## config.mk

```make
export PLATFORM = sky130hd
export DESIGN_NAME = time_set_editor
export DESIGN_NICKNAME = d
export VERILOG_FILES = /design/src/rtl/time_set_pkg.sv /design/src/rtl/btn_debounce.sv /design/src/rtl/time_set_editor.sv
export SDC_FILE = /design/constraint.sdc
export NUM_CORES = 1
export LEC_CHECK = 0
export BUFFER_PORTS_ARGS = -buffer_cell sky130_fd_sc_hd__buf_2
export CAP_MARGIN = 20
export CORE_MARGIN = 8
export CORE_UTILIZATION = 29
export CTS_BUF_LIST = sky130_fd_sc_hd__clkbuf_16
export CTS_CLUSTER_SIZE = 10
export DETAILED_ROUTE_END_ITERATION = 10
export HOLD_SLACK_MARGIN = 0.12
export MAX_ROUTING_LAYER = met4
export PLACE_DENSITY_LB_ADDON = 0.25
export SYNTH_ARGS = -nofsm -noshare
export SYNTH_HDL_FRONTEND = slang
export SYNTH_SLANG_ARGS = --single-unit
export TNS_END_PERCENT = 5
```

## constraint.sdc

```tcl
create_clock -name clk -period 10.5 [get_ports clk]
set_input_delay 2.1 -clock clk [delete_from_list [all_inputs] [get_ports clk]]
set_output_delay 2.1 -clock clk [all_outputs]
set_load 0.005 [all_outputs]
```

## src/rtl/time_set_pkg.sv

```systemverilog
// time_set_pkg: shared types, limits and calendar helpers for the time-set editor.
//   state_t     editor FSM states; E_* codes 1..7 equal the edit_field codes
//   field_t     edit_field codes used by the display blink logic
//   tfields_t   packed bundle of the edited date/time fields
//   is_leap, days_in_month  Gregorian calendar helpers
package time_set_pkg;

  typedef enum logic [3:0] {
    RUN    = 4'd0,
    E_YEAR = 4'd1,
    E_MON  = 4'd2,
    E_DAY  = 4'd3,
    E_HOUR = 4'd4,
    E_MIN  = 4'd5,
    E_SEC  = 4'd6,
    E_WEEK = 4'd7,
    COMMIT = 4'd8
  } state_t;

  typedef enum logic [2:0] {
    F_NONE, F_YEAR, F_MON, F_DAY, F_HOUR, F_MIN, F_SEC, F_WEEK
  } field_t;

  localparam int NUM_BTN = 4;
  localparam int B_MODE  = 0;
  localparam int B_NEXT  = 1;
  localparam int B_UP    = 2;
  localparam int B_DOWN  = 3;

  localparam logic [14:0] YEAR_MIN   = 15'd1;
  localparam logic [14:0] YEAR_MAX   = 15'd9999;
  localparam logic [14:0] RESET_YEAR = 15'd2023;

  typedef struct packed {
    logic [14:0] year;
    logic [3:0]  month;
    logic [4:0]  day;
    logic [5:0]  hour;
    logic [5:0]  minute;
    logic [5:0]  second;
    logic [3:0]  week;
  } tfields_t;

  function automatic logic is_leap(input logic [14:0] y);
    return (y[1:0] == 2'b00) &&
           (((y % 15'd100) != 15'd0) || ((y % 15'd400) == 15'd0));
  endfunction

  function automatic logic [4:0] days_in_month(input logic [3:0] m, input logic [14:0] y);
    case (m)
      4'd2:                     days_in_month = is_leap(y) ? 5'd29 : 5'd28;
      4'd4, 4'd6, 4'd9, 4'd11:  days_in_month = 5'd30;
      default:                  days_in_month = 5'd31;
    endcase
  endfunction

endpackage

```

## src/rtl/btn_debounce.sv

```systemverilog
// btn_debounce: 2-FF synchroniser, stability counter and rising-edge press pulse.
//   clk, rst_n  system clock, async active-low reset
//   raw         raw button input (asynchronous)
//   level       debounced button level
//   press       1-cycle pulse, coincident with level going high
module btn_debounce #(
  parameter int DB_CYC = 2_000_000
) (
  input  logic clk,
  input  logic rst_n,
  input  logic raw,
  output logic level,
  output logic press
);
  localparam int CW = $clog2(DB_CYC + 1);

  logic           s1, s2;
  logic [CW-1:0]  cnt;

  // The synchronised input must differ from the accepted level for DB_CYC
  // consecutive cycles before it is taken; any bounce back restarts the count.
  always_ff @(posedge clk or negedge rst_n) begin
    if (!rst_n) begin
      s1    <= 1'b0;
      s2    <= 1'b0;
      level <= 1'b0;
      press <= 1'b0;
      cnt   <= '0;
    end else begin
      s1    <= raw;
      s2    <= s1;
      press <= 1'b0;
      if (s2 == level) begin
        cnt <= '0;
      end else if (cnt == CW'(DB_CYC - 1)) begin
        level <= s2;
        press <= s2;
        cnt   <= '0;
      end else begin
        cnt <= cnt + CW'(1);
      end
    end
  end

endmodule

```

## src/rtl/time_set_editor.sv

```systemverilog
// time_set_editor: button-driven date/time editor feeding the running-time counter.
//   In RUN, mode=1 so the counter free-runs; in edit states and COMMIT, mode=0 so the
//   counter loads year_d..week_s. Edit entry preloads fields from cur_* (sanitised).
//   Inputs : clk, rst_n, btn_mode/next/up/down (raw), cur_year..cur_week (live counter)
//   Outputs: year_d, month_d, day_d, hour_d, min_d, sec_d, week_s, mode, edit_field
//   Option : TIME_SET_AUTO_REPEAT_EN -- holding up/down for 500 ms repeats steps at REPEAT_HZ.
module time_set_editor
  import time_set_pkg::*;
#(
  parameter int CLK_HZ      = 100_000_000,
  parameter int DEBOUNCE_MS = 20,
  parameter int REPEAT_HZ   = 8
) (
  input  logic        clk,
  input  logic        rst_n,
  input  logic        btn_mode,
  input  logic        btn_next,
  input  logic        btn_up,
  input  logic        btn_down,
  input  logic [15:0] cur_year,
  input  logic [5:0]  cur_month,
  input  logic [10:0] cur_day,
  input  logic [10:0] cur_hour,
  input  logic [10:0] cur_minute,
  input  logic [10:0] cur_second,
  input  logic [10:0] cur_week,
  output logic [14:0] year_d,
  output logic [3:0]  month_d,
  output logic [4:0]  day_d,
  output logic [5:0]  hour_d,
  output logic [5:0]  min_d,
  output logic [5:0]  sec_d,
  output logic [3:0]  week_s,
  output logic [3:0]  mode,
  output logic [2:0]  edit_field
);
  localparam int DB_RAW = DEBOUNCE_MS * (CLK_HZ / 1000);
  localparam int DB_CYC = (DB_RAW < 1) ? 1 : DB_RAW;
  localparam int CCW    = $clog2(CLK_HZ + 1);

  logic [NUM_BTN-1:0] raw, level, press;
  logic               step_up, step_dn;
  state_t             state, state_nx;
  tfields_t           f, f_nx, cap;
  logic [CCW-1:0]     ccnt;
  logic [14:0]        yr;
  logic [3:0]         mo;
  logic [4:0]         dm;
  logic               unused_hi;

  assign raw = {btn_down, btn_up, btn_next, btn_mode};

  for (genvar i = 0; i < NUM_BTN; i++) begin : g_btn
    btn_debounce #(.DB_CYC(DB_CYC)) u_db (
      .clk   (clk),
      .rst_n (rst_n),
      .raw   (raw[i]),
      .level (level[i]),
      .press (press[i])
    );
  end

`ifdef TIME_SET_AUTO_REPEAT_EN
  localparam int HOLD_CYC = (CLK_HZ / 2 < 1) ? 1 : CLK_HZ / 2;
  localparam int RPT_RAW  = (CLK_HZ / REPEAT_HZ < 1) ? 1 : CLK_HZ / REPEAT_HZ;
  localparam int RPT_CYC  = (RPT_RAW > HOLD_CYC) ? HOLD_CYC : RPT_RAW;
  localparam int RCW      = $clog2(HOLD_CYC + 1);

  logic [RCW-1:0] rcnt;
  logic           rpt_arm, rpt_fire;

  // Armed only while exactly one of up/down is held in an edit state. After the
  // first fire the counter rewinds by one repeat period, so later fires come
  // every RPT_CYC cycles.
  assign rpt_arm  = (state != RUN) && (state != COMMIT) && (level[B_UP] ^ level[B_DOWN]);
  assign rpt_fire = rpt_arm && (rcnt == RCW'(HOLD_CYC - 1));

  always_ff @(posedge clk or negedge rst_n) begin
    if (!rst_n)        rcnt <= '0;
    else if (!rpt_arm) rcnt <= '0;
    else if (rpt_fire) rcnt <= RCW'(HOLD_CYC - RPT_CYC);
    else               rcnt <= rcnt + RCW'(1);
  end

  assign step_up = press[B_UP]   | (rpt_fire & level[B_UP]);
  assign step_dn = press[B_DOWN] | (rpt_fire & level[B_DOWN]);
`else
  logic unused_rpt;
  assign unused_rpt = (REPEAT_HZ > 0);
  assign step_up    = press[B_UP];
  assign step_dn    = press[B_DOWN];
`endif

  // Only the low bits of the counter fields carry the value.
  assign unused_hi = ^{cur_year[15], cur_month[5:4], cur_day[10:5], cur_hour[10:6],
                       cur_minute[10:6], cur_second[10:6], cur_week[10:4], level};

  // Preload with out-of-range fields forced to their minimum.
  always_comb begin
    cap.year   = cur_year[14:0];
    cap.month  = cur_month[3:0];
    cap.day    = cur_day[4:0];
    cap.hour   = cur_hour[5:0];
    cap.minute = cur_minute[5:0];
    cap.second = cur_second[5:0];
    cap.week   = cur_week[3:0];
    if (cap.year < YEAR_MIN || cap.year > YEAR_MAX) cap.year = YEAR_MIN;
    if (cap.month == 4'd0 || cap.month > 4'd12)     cap.month = 4'd1;
    if (cap.day == 5'd0 || cap.day > days_in_month(cap.month, cap.year)) cap.day = 5'd1;
    if (cap.hour > 6'd23)                           cap.hour = 6'd0;
    if (cap.minute > 6'd59)                         cap.minute = 6'd0;
    if (cap.second > 6'd59)                         cap.second = 6'd0;
    if (cap.week == 4'd0 || cap.week > 4'd7)        cap.week = 4'd1;
  end

  always_comb begin
    state_nx = state;
    f_nx     = f;
    yr       = f.year;
    mo       = f.month;
    dm       = days_in_month(f.month, f.year);
    case (state)
      RUN:    if (press[B_MODE]) begin
                state_nx = E_YEAR;
                f_nx     = cap;
              end
      COMMIT: if (ccnt == CCW'(CLK_HZ - 1)) state_nx = RUN;
      default: begin
        if (press[B_MODE]) begin
          state_nx = COMMIT;
        end else if (press[B_NEXT]) begin
          state_nx = (state == E_WEEK) ? E_YEAR : state_t'(state + 4'd1);
        end else if (step_up ^ step_dn) begin
          case (state)
            E_YEAR: begin
              if (step_up) yr = (f.year == YEAR_MAX) ? YEAR_MIN : f.year + 15'd1;
              else         yr = (f.year == YEAR_MIN) ? YEAR_MAX : f.year - 15'd1;
              f_nx.year = yr;
              dm        = days_in_month(f.month, yr);
              if (f.day > dm) f_nx.day = dm;
            end
            E_MON: begin
              if (step_up) mo = (f.month == 4'd12) ? 4'd1 : f.month + 4'd1;
              else         mo = (f.month == 4'd1) ? 4'd12 : f.month - 4'd1;
              f_nx.month = mo;
              dm         = days_in_month(mo, f.year);
              if (f.day > dm) f_nx.day = dm;
            end
            E_DAY:
              if (step_up) f_nx.day = (f.day >= dm) ? 5'd1 : f.day + 5'd1;
              else         f_nx.day = (f.day <= 5'd1) ? dm : f.day - 5'd1;
            E_HOUR:
              if (step_up) f_nx.hour = (f.hour == 6'd23) ? 6'd0 : f.hour + 6'd1;
              else         f_nx.hour = (f.hour == 6'd0) ? 6'd23 : f.hour - 6'd1;
            E_MIN:
              if (step_up) f_nx.minute = (f.minute == 6'd59) ? 6'd0 : f.minute + 6'd1;
              else         f_nx.minute = (f.minute == 6'd0) ? 6'd59 : f.minute - 6'd1;
            E_SEC:
              if (step_up) f_nx.second = (f.second == 6'd59) ? 6'd0 : f.second + 6'd1;
              else         f_nx.second = (f.second == 6'd0) ? 6'd59 : f.second - 6'd1;
            E_WEEK:
              if (step_up) f_nx.week = (f.week == 4'd7) ? 4'd1 : f.week + 4'd1;
              else         f_nx.week = (f.week == 4'd1) ? 4'd7 : f.week - 4'd1;
            default: ;
          endcase
        end
      end
    endcase
  end

  always_ff @(posedge clk or negedge rst_n) begin
    if (!rst_n) begin
      state <= RUN;
      f     <= '{year: RESET_YEAR, month: 4'd1, day: 5'd1, hour: 6'd0,
                 minute: 6'd0, second: 6'd0, week: 4'd1};
      ccnt  <= '0;
    end else begin
      state <= state_nx;
      f     <= f_nx;
      ccnt  <= (state == COMMIT) ? ccnt + CCW'(1) : '0;
    end
  end

  assign year_d     = f.year;
  assign month_d    = f.month;
  assign day_d      = f.day;
  assign hour_d     = f.hour;
  assign min_d      = f.minute;
  assign sec_d      = f.second;
  assign week_s     = f.week;
  assign mode       = (state == RUN) ? 4'd1 : 4'd0;
  // E_* codes equal their field codes; RUN=0 and COMMIT=8 both read 0 here.
  assign edit_field = state[2:0];

endmodule

```

==> summary.txt, run 1 <==
Synth
  – Unique masters post-synth: 116
  – Yosys top cell by area: dfrtp_1
  – Synth cell count leaders: nor2_1, nand2_1, dfrtp_1
  – Main flop type after synthesis: dfrtp_1
  – Synth Warn #: 0
  – Ys async rst share: 100.0%
  – EDFF count, synth: 0
  – Most numerous cell in the Yosys netlist: nor2_1
  – Synth Cell Area: 0.01543 mm2
  – Mean Syn Cell Area: 7.840 um2
  – Synth Register Bits: 177
  – Leading post-synthesis cells by cell area: dfrtp_1, nor2_1, nand2_1
  – Cell count after synthesis: 1968
  – Seq/Total Area, Yosys: 28.81%
  – Area share of the largest cell type after synthesis: 26.76%

Global route
  – Largest net degree at the start of global routing: 103
  – Vias in the first global route: 14200
  – Tot GR Track Use: 14.83%
  – Grt total ovfl: 0
  – Global-route wire length before repair: 73900 um
  – Initial antenna violation count: 8

Power
  – Power share of the clock group: 38.1%
  – NetSw: 0.0005166 W
  – Switch share: 31.06%
  – Cell Pwr Density: 97.71 mW/mm2
  – Worst IR Drop VDD: 80.61 uV
  – Internal: 0.001147 W
  – Leakage: 6.626 nW
  – Gate power share: 19.6%
  – Flop pwr share: 42.3%

Routing
  – Via density: 5.579
  – 1st-iter DRT viols: 1156
  – Drt wl/cell: 16.63 um
  – DRC viols: 0
  – Drt pass-1 iters: 7
  – Routed wire length: 44940 um
  – Via total after detailed routing: 15080
  – Routed Antenna Nets: 0

Clock network
  – Cts repair resizes: 0
  – Clock transition at the registers of the reported paths: 0.07 ns
  – Clock root buffer: clkbuf_16
  – H-tree depth: 4
  – CTS Sinks: 177
  – Worst skew pair latency: 0.45 ns
  – TritonCTS buffer count: 17
  – Clock Path Buffers: 2
  – Setup Fix Bufs, Post-CTS: 0
  – Hold buffer count at cts: 0
  – TritonCTS clock tree: yes

STA
  – Post-Route Skew: 0.008989 ns
  – Max Slew Vio Count: 0
  – Final worst setup slack: 1.354 ns
  – Final setup fails: 0
  – Max-slew headroom: 31.13%
  – Minimum clock period: 9.146 ns
  – Hold Violations, Final: 0
  – Setup_tns: 0 ns
  – Transition time of the tightest slew-check pin: 1.020 ns
  – RSZ-0062 raised after global routing: no
  – Crit share post-route: 87.10%
  – Max Clock Freq: 109.3 MHz

Placed design
  – Placer Congestion: 0.8611
  – HPWL after DPL: 32680 um
  – Post-place instance area: 0.01642 mm2
  – Place WS: 1.245 ns
  – Port bufs: 101

Hold path
  – Worst Hold Class: reg2reg
  – Hold path start: g_btn[3].u_db.s1

Setup path
  – CP max stage cell: dfstp_2
  – Crit path DAT: 9.51 ns
  – Launch point of the worst path: year_d[9]
  – Setup Crit Path Kind: reg2reg
  – Max incr delay on CP: 0.93 ns
  – Worst setup EP type: flip-flop
  – Worst-path fanout max: 29
  – Worst r2r src: year_d[9]
  – Worst setup SP type: flip-flop
  – Worst Path Required: 10.86 ns
  – R2R Setup Slk: 1.35 ns

Floorplanning
  – Row cnt: 84
  – Initial core utilization: 29.36%
  – Core footprint: 0.05255 mm2
  – Area of the die: 0.06084 mm2
  – Chip height: 246.7 um
  – Number of top-level pins: 136
  – DIE WIDTH: 246.7 um

Flow run
  – MaxCap Viol Count: 0

Run status
  – Outcome: finished clean

Layout
  – Fraction of layout cells with a size suffix above 1: 12.06%
  – Nets: 2112
  – Design Area, Final: 0.01702 mm2
  – Final Util: 32.39%
  – Layout area overhead: 10.32%
worst paths after layout:
kind | end | depth (start not counted)
setup / recovery | day_d[0] | 30
hold / removal | g_btn[3].u_db.s2 | 0
setup reg to reg | day_d[0] | 30
hold reg to reg | g_btn[3].u_db.s2 | 0
max in group asynchronous | ccnt[14] | 2
min in group asynchronous | g_btn[3].u_db.cnt[10] | 1
metal layers:
| metal | part of all wire (%) | vias up | GRT usage, % |
|---|---|---|---|
| met5 | 0 | - | - |
| met3 | 4.6 | 44 | 2.503 |
| li1 | - | 7381 | - |
| met2 | 45 | 357 | 22.73 |
| met4 | 1.4 | 0 | 3.879 |
| met1 | 49 | 7298 | 20.12 |
per-stage QoR:
| stage | total power, W | hold WS, ns | instances |
|---|---|---|---|
| global route | 0.001752 | 0.3635 | 2703 |
| detailed placement | 0.001039 | 0.3418 | 2662 |
| global placement | 0.001036 | 0.3335 | 2662 |
| floorplan | 0.0009570 | 0.3312 | 1970 |
| finish | 0.001663 | 0.3518 | 2703 |
| CTS | 0.001685 | 0.3539 | 2694 |
area by class of cell:
class                      count  area, um2
antenna                        8      20.02
clock buffer                  17      425.4
clock inverter                15      152.6
fill                        5575      35530
inverter                      56      210.2
multi-input combinational   1628      10300
sequential                   177       4446
tap                          688      860.8
timing repair buffer         114      609.3
flip-flops by register name, indices dropped and copies added, names as in the netlist, 5 cells and up:
signal and flops:
g_btn.u_db.cnt 84, ccnt 27, year_d 15, hour_d 6, min_d 6, sec_d 6, day_d 5
layout by cell type (no fill, tap or decap), types with 10 or more instances in the layout:
cell type	count
mux2i_1	18
or4_1	10
o21ai_0	121
buf_4	12
o2111ai_1	10
and3_1	45
and2_1	17
dfstp_2	12
a31oi_1	31
nand4_1	34
dfrtp_1	164
a22oi_1	14
nor2_1	231
nor4_1	34
xnor2_1	66
inv_1	52
a21o_1	12
nand2b_1	17
nor3_1	52
o22ai_1	20
a211oi_1	18
a21oi_1	114
o221ai_1	10
nand3_1	97
nand2_1	191
xor2_1	70
or3_1	31
or2_2	10
o31ai_1	18
a221oi_1	15
ha_1	35
clkbuf_16	17
nor2b_1	13
o211ai_1	26
buf_2	101
logic make-up (layout without fill, tap and decap cells):
logic type | Yosys count | in the layout | synth area share [%]
and+or+nand+nor | 841 | 841 | 27.25
AOI/OAI and AO/OA | 581 | 581 | 26.61
DFF | 177 | 177 | 28.81
buffers and inverters | 165 | 202 | 4.549
xor gates and xnor gates | 137 | 137 | 7.826
adders and majority gates | 40 | 40 | 3.171
muxes | 26 | 26 | 1.768
other | 1 | 11 | 0.02431
worst max-delay path: cells and delay by family, from the launching register on:
kind | cells | cell delay, ns
AND/OR/NAND/NOR | 8 | 2.68
adder cells (fa/ha/maj) | 2 | 0.65
flip-flops | 1 | 0.93
AO/OA/AOI/OAI | 18 | 4.29
multiplexers | 1 | 0.25
buffers and inverters | 1 | 0.23
power by group through the flow:
stage | Combinational, W | Clock, W | Sequential [W]
2_1_floorplan | 0.000247 | 0 | 0.000710
3_3_place_gp | 0.000320 | 0 | 0.000716
3_5_place_dp | 0.000323 | 0 | 0.000716
4_1_cts | 0.000325 | 0.000658 | 0.000703
5_1_grt | 0.000365 | 0.000682 | 0.000705
6_report | 0.000326 | 0.000634 | 0.000703
No activity file was read; power rests on OpenSTA's default activity.
==> run 2, diff against run 1 <==
--- a/config.mk
+++ b/config.mk
@@ -15,6 +15,7 @@
 export HOLD_SLACK_MARGIN = 0.12
 export MAX_ROUTING_LAYER = met4
 export PLACE_DENSITY_LB_ADDON = 0.25
+export RECOVER_POWER = 100
 export SYNTH_ARGS = -nofsm -noshare
 export SYNTH_HDL_FRONTEND = slang
 export SYNTH_SLANG_ARGS = --single-unit
==> summary.txt, run 2 (synthesized netlist as in run 1, its figures left out) <==
Run status
  – Outcome: finished, violations left
  – Failing checks: max-capacitance violations, max-slew violations

Power
  – Flop pwr share: 42.3% (about the same)
  – NetSw: 0.0005160 W (-0.11%)
  – Gate power share: 19.5% (about the same)
  – Leakage: 6.510 nW (-1.8%)
  – Cell Pwr Density: 97.97 mW/mm2 (+0.26%)
  – Worst IR Drop VDD: 80.32 uV (-0.37%)
  – Power share of the clock group: 38.1% (about the same)
  – Internal: 0.001145 W (-0.11%)
  – Switch share: 31.06% (about the same)

STA
  – Post-Route Skew: 0.01083 ns (+0.001843 ns)
  – Minimum clock period: 9.375 ns (+0.2293 ns)
  – Final hold slack: 0.3508 ns (-0.0009500 ns)
  – Hold Violations, Final: 0 (unchanged)
  – Max Clock Freq: 106.7 MHz (-2.4%)
  – Transition time of the tightest slew-check pin: 5.542 ns (+4.522 ns)
  – Max Slew Vio Count: 242 (+242)
  – Max-slew headroom: -269.5% (-300 points)
  – Crit share post-route: 89.29% (+2.2 points)
  – Setup_tns: 0 ns (unchanged)
  – Final setup fails: 0 (unchanged)
  – RSZ-0062 raised after global routing: no

Clock network
  – H-tree depth: 4 (unchanged)
  – Worst skew pair latency: 0.45 ns (about the same)
  – CTS Sinks: 177 (unchanged)
  – Clock Path Buffers: 2 (unchanged)
  – Hold buffer count at cts: 0 (unchanged)
  – TritonCTS clock tree: yes
  – Clock transition at the registers of the reported paths: 0.07 ns (about the same)
  – Cts repair resizes: 0 (unchanged)
  – Setup Fix Bufs, Post-CTS: 0 (unchanged)
  – TritonCTS buffer count: 17 (unchanged)
  – Clock root buffer: clkbuf_16

Layout
  – Final Util: 32.27% (-0.12 points)
  – Layout area overhead: 9.910%
  – Largest Register: g_btn.u_db.cnt
  – Max reg flops: 84 (unchanged)
  – Most frequent cells in the layout: nor2_1, nand2_1, dfrtp_1
  – Fraction of layout cells with a size suffix above 1: 9.666% (-2.4 points)
  – Nets: 2112 (unchanged)
  – Most common cell after layout, fill and taps aside: nor2_1
  – Layout Cells excl Fill: 2703 (unchanged)

Setup path
  – Worst r2r src: year_d[6]
  – Buf/Inv on CP: 1 (unchanged)
  – CP endpoint: day_d[0]
  – CP max stage cell: dfstp_1
  – Setup Crit Path Kind: reg2reg
  – Crit path max-delay family: compound AO/OA/AOI/OAI gates
  – Worst-path fanout max: 23 (-21%)
  – Critical path depth in cells: 30 (unchanged)
  – Worst setup SP type: flip-flop
  – RR Endpoint: day_d[0]
  – R2R Setup Slk: 1.12 ns (-0.23 ns)
  – Launch point of the worst path: year_d[6]
  – Worst Path Required: 10.86 ns (about the same)
  – Max incr delay on CP: 1.10 ns (+0.17 ns)
  – Crit path DAT: 9.74 ns (+0.23 ns)
  – Worst reg-to-reg path cell count: 30 (unchanged)
  – Worst setup EP type: flip-flop

Floorplanning
  – Row cnt: 84 (unchanged)
  – DIE WIDTH: 246.7 um (unchanged)
  – Initial core utilization: 29.36% (unchanged)
  – Number of top-level pins: 136 (unchanged)
  – Area of the die: 0.06084 mm2 (unchanged)
  – Chip height: 246.7 um (unchanged)
  – Core footprint: 0.05255 mm2 (unchanged)

Routing
  – Drt wl/cell: 16.61 um (-0.12%)
  – Routed Antenna Nets: 0 (unchanged)
  – Via density: 5.602 (+0.41%)
  – Via total after detailed routing: 15142 (+0.41%)
  – Drt pass-1 iters: 6 (-1)
  – Routed wire length: 44890 um (-0.12%)
  – DRC viols: 0 (unchanged)
  – 1st-iter DRT viols: 1172 (+1.4%)

Placed design
  – # placed instances: 2662 (unchanged)
  – Placer Congestion: 0.8611 (unchanged)
  – Port bufs: 101 (unchanged)
  – HPWL after DPL: 32680 um (unchanged)

Global route
  – Initial antenna violation count: 8 (unchanged)
  – Grt total ovfl: 0 (unchanged)
  – Largest net degree at the start of global routing: 103 (unchanged)
  – Tot GR Track Use: 14.83% (unchanged)
  – Global-route wire length before repair: 73900 um (unchanged)
  – Vias in the first global route: 14200 (unchanged)

Hold path
  – Worst Hold Class: reg2reg

Flow run
  – MaxCap Viol Count: 4 (+4)
==> run 2: worst reg2reg max path, delay by kind of cell (launching register included) <==
family	cells	cell delay, ns
adder cells (fa/ha/maj)	2	0.65
AO/OA/AOI/OAI	19	5.02
buffers and inverters	1	0.23
AND/OR/NAND/NOR	7	2.06
multiplexers	1	0.25
flip-flops	1	1.10
==> run 2: power by group through the flow <==
stage	sequential [W]	clock, W	combinational (W)
2_1_floorplan	0.000710	0	0.000247
3_3_place_gp	0.000716	0	0.000320
3_5_place_dp	0.000716	0	0.000323
4_1_cts	0.000703	0.000658	0.000325
5_1_grt	0.000705	0.000682	0.000364
6_report	0.000703	0.000633	0.000325
==> run 2: final cells by class <==
type | instances | area, um2
flip-flops and latches | 177 | 4446
inverters | 56 | 210.2
clock inverters | 15 | 152.6
diodes | 8 | 20.02
multi-input cells | 1628 | 10300
clock buffers | 17 | 425.4
repair buffers | 114 | 545.5
well taps | 688 | 860.8
fillers | 5596 | 35590
==> run 2: how the worst min path moves through the flow <==
stage	startpoint	endpoint	slack [ns]	cells after the start
6_report	g_btn[3].u_db.s1	g_btn[3].u_db.s2	0.35	0
5_1_grt	g_btn[3].u_db.s1	g_btn[3].u_db.s2	0.36	0
4_1_cts	g_btn[3].u_db.s1	g_btn[3].u_db.s2	0.35	0
3_5_place_dp	g_btn[3].u_db.s1	g_btn[3].u_db.s2	0.34	0
3_3_place_gp	g_btn[3].u_db.s1	g_btn[3].u_db.s2	0.33	0
2_1_floorplan	g_btn[0].u_db.s1	g_btn[0].u_db.s2	0.33	0
==> run 2: metrics by stage <==
step                      power (W)  instance area [um2]  setup slack [ns]
after floorplan           0.0009570                15440             2.462
after global placement     0.001036                16420             1.433
after detailed placement   0.001039                16420             1.245
after CTS                  0.001685                17000             1.455
after global routing       0.001751                16960            0.2562
final                      0.001661                16960             1.125
==> run 2: layer usage <==
layer | share of wire (%) | track usage (%) | up-vias
li1 | - | - | 7384
met1 | 49 | 20.12 | 7326
met2 | 45 | 22.73 | 388
met3 | 4.9 | 2.503 | 44
met4 | 1.4 | 3.879 | 0
met5 | 0 | - | -
